$ cat config.mk
export PLATFORM = sky130hd
export DESIGN_NAME = formation_ctrl
export DESIGN_NICKNAME = d
export VERILOG_FILES = /design/src/rtl/formation_pkg.sv /design/src/rtl/formation_extent.sv /design/src/rtl/formation_ctrl.sv
export SDC_FILE = /design/constraint.sdc
export NUM_CORES = 1
export LEC_CHECK = 0
export CORE_MARGIN = 2
export CORE_UTILIZATION = 54
export CTS_CLUSTER_SIZE = 16
export DETAILED_ROUTE_END_ITERATION = 6
export PLACE_DENSITY_LB_ADDON = 0.3
export SLEW_MARGIN = 20
export SYNTH_ARGS = -nofsm -noshare
export SYNTH_HDL_FRONTEND = slang
export SYNTH_SLANG_ARGS = --single-unit
$ cat constraint.sdc
create_clock -name clk -period 15.4 [get_ports clk]
set_input_delay 3.08 -clock clk [delete_from_list [all_inputs] [get_ports clk]]
set_output_delay 3.08 -clock clk [all_outputs]
set_load 0.01 [all_outputs]
$ cat src/rtl/formation_pkg.sv
// formation_pkg: shared state type, coordinate width and LFSR constants for the enemy formation
package formation_pkg;
  typedef enum logic [1:0] {RUN, CLEARED, INVADED} state_t;
  localparam int COORD_W = 11;
  localparam logic [15:0] LFSR_SEED = 16'hACE1;
  localparam logic [15:0] LFSR_TAPS = 16'hB400;
  function automatic logic [15:0] lfsr_next(input logic [15:0] l);
    return {l[14:0], ^(l & LFSR_TAPS)};
  endfunction
endpackage

$ cat src/rtl/formation_extent.sv
// formation_extent: combinational occupancy summary (column span, bottom row, per-column shooters) of the alive mask
module formation_extent #(
  parameter int ROWS = 3,
  parameter int COLS = 8,
  localparam int CW = COLS > 1 ? $clog2(COLS) : 1,
  localparam int RW = ROWS > 1 ? $clog2(ROWS) : 1
) (
  input  logic [ROWS*COLS-1:0]    alive,
  output logic [CW-1:0]           lc,
  output logic [CW-1:0]           rc,
  output logic [RW-1:0]           br,
  output logic [COLS-1:0]         col_any,
  output logic [COLS-1:0][RW-1:0] col_low
);
  always_comb begin
    lc = '0;
    rc = '0;
    br = '0;
    col_any = '0;
    col_low = '0;
    for (int r = 0; r < ROWS; r++)
      for (int c = 0; c < COLS; c++)
        if (alive[r*COLS+c]) begin
          col_any[c] = 1'b1;
          col_low[c] = RW'(r);
          br = RW'(r);
        end
    for (int c = COLS - 1; c >= 0; c--) if (col_any[c]) lc = CW'(c);
    for (int c = 0; c < COLS; c++) if (col_any[c]) rc = CW'(c);
  end
endmodule

$ cat src/rtl/formation_ctrl.sv
// formation_ctrl: enemy grid owner -- march/drop/bounce, kill accounting, speed-up and shooter selection
module formation_ctrl #(
  parameter int ROWS        = 3,
  parameter int COLS        = 8,
  parameter int COORD_W     = formation_pkg::COORD_W,
  parameter int X0          = 150,
  parameter int Y0          = 40,
  parameter int DX          = 60,
  parameter int DY          = 50,
  parameter int STEP_X      = 20,
  parameter int SPRITE_W    = 40,
  parameter int SPRITE_H    = 30,
  parameter int X_MIN       = 0,
  parameter int X_MAX       = 639,
  parameter int Y_LIMIT     = 420,
  parameter int BASE_PERIOD = 2000000,
  parameter int MIN_PERIOD  = 250000,
  parameter int SPEEDUP     = 70000,
  parameter int FIRE_PERIOD = 30000000,
  localparam int N  = ROWS * COLS,
  localparam int IW = $clog2(N),
  localparam int AW = $clog2(N + 1),
  localparam int CW = COLS > 1 ? $clog2(COLS) : 1,
  localparam int RW = ROWS > 1 ? $clog2(ROWS) : 1
) (
  input  logic               clk,
  input  logic               reset,
  input  logic               enable,
  input  logic               kill_valid,
  input  logic [IW-1:0]      kill_idx,
  output logic [COORD_W-1:0] origin_x,
  output logic [COORD_W-1:0] origin_y,
  output logic [N-1:0]       alive,
  output logic [AW-1:0]      alive_count,
  output logic               step_pulse,
  output logic               wave_clear,
  output logic               invaded,
  output logic               fire_valid,
  output logic [COORD_W-1:0] fire_x,
  output logic [COORD_W-1:0] fire_y,
  input  logic               fire_ready
);
  import formation_pkg::*;
  state_t state, state_nx;
  logic dir_r;
  logic [31:0] step_cnt, fire_cnt, period, dead;
  logic [15:0] lfsr, lfsr_nx;
  logic searching, kill, step_due, fire_due, drop, hit;
  logic [CW-1:0] scol, scount, lc, rc;
  logic [RW-1:0] br;
  logic [COLS-1:0] col_any;
  logic [COLS-1:0][RW-1:0] col_low;
  logic signed [31:0] far_r, far_l, bottom;
  logic [COORD_W-1:0] ox_nx, oy_nx;
  formation_extent #(.ROWS(ROWS), .COLS(COLS)) u_extent (
    .alive(alive), .lc(lc), .rc(rc), .br(br), .col_any(col_any), .col_low(col_low)
  );
  assign lfsr_nx = lfsr_next(lfsr);
  assign kill = kill_valid && 32'(kill_idx) < N && alive[kill_idx];
  assign hit = col_any[scol];
  assign wave_clear = state == RUN && alive_count == '0;
  assign invaded = state == INVADED;
  always_comb begin
    dead = 32'(N) - 32'(alive_count);
    period = (dead * SPEEDUP + MIN_PERIOD >= BASE_PERIOD) ? MIN_PERIOD : BASE_PERIOD - dead * SPEEDUP;
    step_due = state == RUN && enable && alive_count != '0 && step_cnt >= period - 1;
    fire_due = state == RUN && enable && !fire_valid && !searching && fire_cnt >= FIRE_PERIOD - 1;
    // signed reach so a left step past zero compares negative instead of wrapping
    far_r = 32'(origin_x) + 32'(rc) * DX + SPRITE_W + STEP_X;
    far_l = 32'(origin_x) + 32'(lc) * DX - STEP_X;
    drop = dir_r ? far_r > X_MAX : far_l < X_MIN;
    ox_nx = drop ? origin_x : dir_r ? origin_x + COORD_W'(STEP_X) : origin_x - COORD_W'(STEP_X);
    oy_nx = drop ? origin_y + COORD_W'(DY) : origin_y;
    bottom = 32'(oy_nx) + 32'(br) * DY + SPRITE_H;
    state_nx = state;
    if (state == CLEARED) state_nx = RUN;
    else if (state == RUN) state_nx = alive_count == '0 ? CLEARED : (step_due && bottom >= Y_LIMIT) ? INVADED : RUN;
  end
  always_ff @(posedge clk) state <= reset ? RUN : state_nx;
  always_ff @(posedge clk) begin
    step_pulse <= 1'b0;
    if (reset || state == CLEARED) begin
      origin_x <= COORD_W'(X0);
      origin_y <= COORD_W'(Y0);
      alive <= '1;
      alive_count <= AW'(N);
      dir_r <= 1'b1;
      step_cnt <= '0;
      fire_cnt <= '0;
      lfsr <= LFSR_SEED;
      searching <= 1'b0;
      scol <= '0;
      scount <= '0;
      fire_valid <= 1'b0;
      fire_x <= '0;
      fire_y <= '0;
    end else begin
      if (kill) begin
        alive[kill_idx] <= 1'b0;
        alive_count <= alive_count - AW'(1);
      end
      if (state == RUN && enable) step_cnt <= step_due ? '0 : step_cnt + 1;
      if (step_due) begin
        origin_x <= ox_nx;
        origin_y <= oy_nx;
        dir_r <= dir_r ^ drop;
        step_pulse <= 1'b1;
      end
      // the fire period is held at zero while a shot is being searched for or is pending
      if (state == RUN && enable) fire_cnt <= (fire_valid || searching || fire_due) ? '0 : fire_cnt + 1;
      if (fire_due) begin
        lfsr <= lfsr_nx;
        scol <= CW'(32'(lfsr_nx) % COLS);
        scount <= '0;
        searching <= 1'b1;
      end
      if (searching && state == RUN && enable) begin
        if (hit) begin
          fire_valid <= 1'b1;
          fire_x <= origin_x + COORD_W'(32'(scol) * DX + SPRITE_W / 2);
          fire_y <= origin_y + COORD_W'(32'(col_low[scol]) * DY + SPRITE_H);
          searching <= 1'b0;
        end else begin
          searching <= 32'(scount) != COLS - 1;
          scol <= 32'(scol) == COLS - 1 ? '0 : scol + CW'(1);
          scount <= scount + CW'(1);
        end
      end
      if (fire_valid && fire_ready) fire_valid <= 1'b0;
      if (state_nx != RUN) begin
        fire_valid <= 1'b0;
        searching <= 1'b0;
      end
    end
  end
endmodule

==> results.toml, run 1 <==
[timing]
fin_crit_sh_pct = 73.4
fin_crit_ns = 11.30
fin_setup_tns_ns = 0
fin_skew_ns = 0.0129
worst_slew_pin_slew_ns = 1.06
setup_viol = 0
rsz0062_at_grt = "no"
final-hold-violation-count = 0
max_freq_ghz = 0.0885
slew_headroom_pct = 29.7
slew_violations = 0

[layout]
area_growth_pct = 11.8
antenna_cells = 0
drive_above_1_share_pct = 4.33
n_fill_cell = 2133
multiInputGateArea_um2 = 9590
fin_area_um2 = 15100
regArea_um2 = 3200
nets = 1931

[placed_design]
place_hpwl_um = 23400
gp_congestion = 0.848
place_area_um2 = 14500
port-buffer-count = 81

[clocking]
cts.hold.buffers_added = 0
clockBufferDepth = 2
cts_made_buffers = 17
cts_root_buf = "clkbuf_16"
clock_latency_ns = 0.43
cts.htree.levels = 4
path_clk_slew_ns = 0.07
cts_setup_buffers = 0
cts_tree = "built"
cts_sinks = 160
post_cts_resize_count = 0

[job]
maxCapViolCount = 0

[status]
status = "complete, no violations"

[synth]
synth_seq_cells = 160
async_reset_ff_share_pct = 0
yosysWarnings = 0
synth_cell_types = 81
yosys.area.top_type_share_pct = 23.7
avgSynthCellArea_um2 = 8.07
ys_seq_area_share_pct = 23.7
ys_top_cells_by_count = "nor2_1 (208), ha_1 (178), dfxtp_1 (160), nand2_1 (159), inv_1 (133)"
synth_edf_count = 0
synth_most_common_cell = "nor2_1"
syn-instance-count = 1674
netlist_area_um2 = 13500
synth_top_cells_by_area = "dfxtp_1 (24%), ha_1 (16%), xnor2_1 (6.7%)"
synth_ff_type = "dfxtp_1"
synth_area_leader_cell = "dfxtp_1"

[global_route]
grt_max_degree = 55
grt_pass1_vias = 11300
globalRouteOverflowTotal = 0
antenna_found_initial = 0
grt_pass1_wl_um = 53100
grt_use_total_pct = 24.1

[route]
antenna_left = 0
initialDrtViolationCount = 666
wl_um = 30800
drc = 0
drt_first_pass_iters = 5
via_per_inst = 5.64
via_count = 11600
post_drt_wl_per_cell_um = 15.0

[power_and_ir_drop]
seqPwrFrac_pct = 14.0
switching_power_mw = 1.53
vdd_drop_max_v = 0.000195
leakagePower_nw = 6.46
power.density_nw_per_um2 = 201
clock_power_share_pct = 13.7
p_int_mw = 1.51
pwr-share-comb_pct = 72.4
switching_share_pct = 50.3

[die]
io_pins = 87
core_area_um2 = 24500
fp.dieW_um = 162
rows = 57
die_h_um = 162
start_util_pct = 55.2
die_area_um2 = 26300

[critical_path]
critPathMaxFanout = 30
critPathSlowestCell = "dfxtp_1"
start_kind = "flip-flop"
cp-end-kind = "flip-flop"
worstPathArrival_ns = 11.64
slowest_delay_ns = 0.76
cp_num_buf_inv = 4
crit_top_cell = "ha_1"
worstSetupPathType = "flip-flop to flip-flop"
cp.required_ns = 15.74
crit_family = "simple AND/OR/NAND/NOR gates"

[worst_hold_path]
hold_path.class = "flip-flop to flip-flop"
placed cells by master (no fill, tap or decap), types with 10 or more instances in the layout:
cell and instances:
nor2_1 208, ha_1 178, dfxtp_1 160, nand2_1 159, inv_1 133, xnor2_1 104
a21oi_1 83, clkdlybuf4s50_1 81, xor2_1 71, o21ai_0 57, nor3_1 39, nand3_1 37
a21o_1 30, mux2i_1 30, and3_1 27, nand4_1 24, fa_1 21, o211ai_1 17
clkbuf_16 17, nor2b_1 16, a211oi_1 15, nand2b_1 15, o21bai_1 15, and2_1 13
or3_1 12, a31oi_1 12, nand3b_1 10, nor4_1 10
area by class of cell:
cell class | instances | share of cell area, %
sequential | 160 | 21.2
inverter | 134 | 3.33
timing repair buffer | 85 | 5.57
tap | 324 | 2.68
clock inverter | 12 | 0.837
multi-input combinational | 1324 | 63.5
clock buffer | 19 | 2.93
logic make-up (layout without fill, tap and decap cells):
family	count (synthesis)	count (layout)	synth area share (%)
simple gates	601	601	20.8
fa+ha+maj	199	199	19.6
flops	160	160	23.7
xor+xnor	175	175	11.3
other cells	2	5	0.0556
buf+inv	193	250	5.71
compound gates	299	299	14.5
mux	45	45	4.22
metal layers:
metal	track usage (%)	vias up	wire length, µm
li1	-	5881	-
met1	30.4	5432	14200
met2	42.8	243	14900
met3	3.50	46	1030
met4	6.88	0	683
met5	0	-	0
power groups by stage:
stage          sequential, mW  clock [mW]  combinational [mW]
2_1_floorplan           0.430           0                1.79
3_3_place_gp            0.432           0                2.13
3_5_place_dp            0.433           0                2.16
4_1_cts                 0.423       0.421                2.18
5_1_grt                 0.424       0.439                2.47
6_report                0.423       0.414                2.20
registers in the layout, indices dropped and copies added, names as in the netlist, 5 cells and up:
| name | cells |
|---|---|
| alive | 24 |
| alive_count | 5 |
| fire_cnt | 32 |
| fire_x | 10 |
| fire_y | 10 |
| lfsr | 16 |
| origin_x | 9 |
| origin_y | 10 |
| step_cnt | 32 |
worst reg2reg max path: cells and delay by family, from the launching register on:
kind | cells | cell delay [ns]
xor gates and xnor gates | 2 | 0.40
adders and majority gates | 7 | 2.47
and+or+nand+nor | 14 | 4.34
buffers and inverters | 4 | 0.77
DFF | 1 | 0.76
AOI/OAI and AO/OA | 8 | 2.49
final timing paths:
| kind | from | end | slack, ns | depth (start not counted) |
|---|---|---|---|---|
| setup / recovery | alive_count[0] | step_cnt[23] | 4.10 | 35 |
| hold reg to reg | fire_x[1] | fire_x[1] | 0.46 | 2 |
| hold / removal | fire_x[1] | fire_x[1] | 0.46 | 2 |
| setup reg to reg | alive_count[0] | step_cnt[23] | 4.10 | 35 |
metrics by stage:
stage | hold WS [ns] | cells | worst slack (ns) | total power [mW] | util [%]
after floorplan | 0.430 | 1677 | 6.01 | 2.22 | -
after global placement | 0.435 | 2027 | 4.61 | 2.57 | 59.4
after detailed placement | 0.456 | 2027 | 4.20 | 2.60 | 59.4
after CTS | 0.467 | 2058 | 4.16 | 3.02 | 61.7
after global routing | 0.490 | 2058 | 3.06 | 3.33 | 61.8
final | 0.460 | 2058 | 4.10 | 3.03 | 61.8
Power figures use the tool's default switching activity.
==> run 2, diff against run 1 <==
==> constraint.sdc (replaced) <==
create_clock -name clk -period 11.7 [get_ports clk]
set_input_delay 2.34 -clock clk [delete_from_list [all_inputs] [get_ports clk]]
set_output_delay 2.34 -clock clk [all_outputs]
set_load 0.01 [all_outputs]
==> results.toml, run 2 (synthesized netlist as in run 1, its figures left out) <==
[timing]
rsz0062_at_grt = "no"
worst_slew_pin_slew_ns = 1.04
fin_crit_ns = 10.75
slew_headroom_pct = 30.3
fin_crit_sh_pct = 91.9
max_freq_ghz = 0.0930
fin_skew_ns = 0.0156
fin_setup_tns_ns = 0
slew_violations = 0
final-hold-violation-count = 0
fin_ws_ns = 0.950
setup_viol = 0

[global_route]
globalRouteOverflowTotal = 0
grt_pass1_vias = 11500
grt_pass1_wl_um = 54000
antenna_found_initial = 0
grt_max_degree = 55
grt_use_total_pct = 24.6

[placed_design]
place_hpwl_um = 23600
dp_cells = 2032
port-buffer-count = 81
gp_congestion = 0.873
dp_slack_ns = 0.943

[layout]
final_cells = 2063
n_fill_cell = 2085
nets = 1936
antenna_cells = 0
area_growth_pct = 11.8
final_cell_mix = "nor2_1 (208), ha_1 (178), dfxtp_1 (160), nand2_1 (159), inv_1 (133)"
largest_registers = "fire_cnt (32), step_cnt (32), alive (24)"
final_common_cell = "nor2_1"
drive_above_1_share_pct = 4.31

[job]
maxCapViolCount = 0

[power_and_ir_drop]
power.density_nw_per_um2 = 264
leakagePower_nw = 6.48
vdd_drop_max_v = 0.000236

[route]
via_count = 11600
via_per_inst = 5.65
initialDrtViolationCount = 730
post_drt_wl_per_cell_um = 15.1
wl_um = 31200
drt_first_pass_iters = 6
antenna_left = 0
drc = 0

[die]
rows = 57
die_h_um = 162
die_area_um2 = 26300
fp.dieW_um = 162
core_area_um2 = 24500
io_pins = 87
start_util_pct = 55.2

[worst_hold_path]
min_delay_path_depth = 2
hold_path.class = "flip-flop to flip-flop"

[critical_path]
worstSetupPathType = "flip-flop to flip-flop"
slowest_delay_ns = 0.73
crit_top_cell = "ha_1"
start_kind = "flip-flop"
cp-end-kind = "flip-flop"
cp.required_ns = 12.04
critPathMaxFanout = 30
worstPathArrival_ns = 11.09
critPathSlowestCell = "dfxtp_1"
r2r_cells = 39

[status]
status = "complete, no violations"

[clocking]
cts_sinks = 160
cts_made_buffers = 17
cts.htree.levels = 4
post_cts_resize_count = 0
clockBufferDepth = 2
cts_root_buf = "clkbuf_16"
cts_setup_buffers = 0
cts.hold.buffers_added = 0
path_clk_slew_ns = 0.07
cts_tree = "built"
clock_latency_ns = 0.43
## run 2: cell types whose count changed in the layout (fill, tap and decap cells not counted), sizes merged
| cell | delta |
|---|---|
| inv | -1 |
| clkinv | +1 |
| clkbuf | +2 |
| clkinvlp | -2 |
| buf | +5 |
## run 2: final cells by class
class	instances	area, µm²	share of cell area (%)
Clock buffer	21	440	2.92
Timing Repair Buffer	90	878	5.82
Clock inverter	10	105	0.696
Inverter	134	503	3.33
Multi-Input combinational cell	1324	9570	63.3
Tap cell	324	405	2.68
Sequential cell	160	3200	21.2
## run 2: layer usage
| metal | vias to the layer above | wire [µm] | track usage (%) |
|---|---|---|---|
| met3 | 56 | 1230 | 3.73 |
| met5 | - | 0 | 0 |
| met2 | 238 | 15100 | 43.2 |
| li1 | 5882 | - | - |
| met4 | 0 | 873 | 9.21 |
| met1 | 5473 | 14000 | 30.5 |
## run 2: stage by stage
| step | cell area [µm²] | hold WS, ns | total power, mW | utilization [%] |
|---|---|---|---|---|
| after floorplan | 13500 | 0.430 | 2.92 | - |
| after global placement | 14600 | 0.434 | 3.37 | 59.5 |
| after detailed placement | 14600 | 0.440 | 3.42 | 59.5 |
| after CTS | 15100 | 0.451 | 3.97 | 61.7 |
| after global routing | 15100 | 0.487 | 4.40 | 61.7 |
| final | 15100 | 0.450 | 3.98 | 61.7 |
## run 2: report_power, final
| part | internal [mW] | leakage [nW] | switching (mW) |
|---|---|---|---|
| sequential | 0.548 | 1.29 | 0.00877 |
| clock | 0.295 | 0.260 | 0.233 |
| combinational | 1.14 | 4.93 | 1.76 |
| total | 1.98 | 6.48 | 2.00 |
## run 2: path summary, 6_finish.rpt
path | slack, ns | endpoint | from
max | 0.95 | step_cnt[6] | alive_count[0]
min | 0.45 | fire_x[1] | fire_x[1]
max reg2reg | 0.95 | step_cnt[6] | alive_count[0]
min reg2reg | 0.45 | fire_x[1] | fire_x[1]
## run 2: critical path, delay by kind of cell (launching register included)
family / cells / cell delay, ns
compound gates: 8 / 2.21
xor+xnor: 2 / 0.53
fa+ha+maj: 9 / 3.00
buf+inv: 5 / 0.38
flops: 1 / 0.73
simple gates: 15 / 3.81
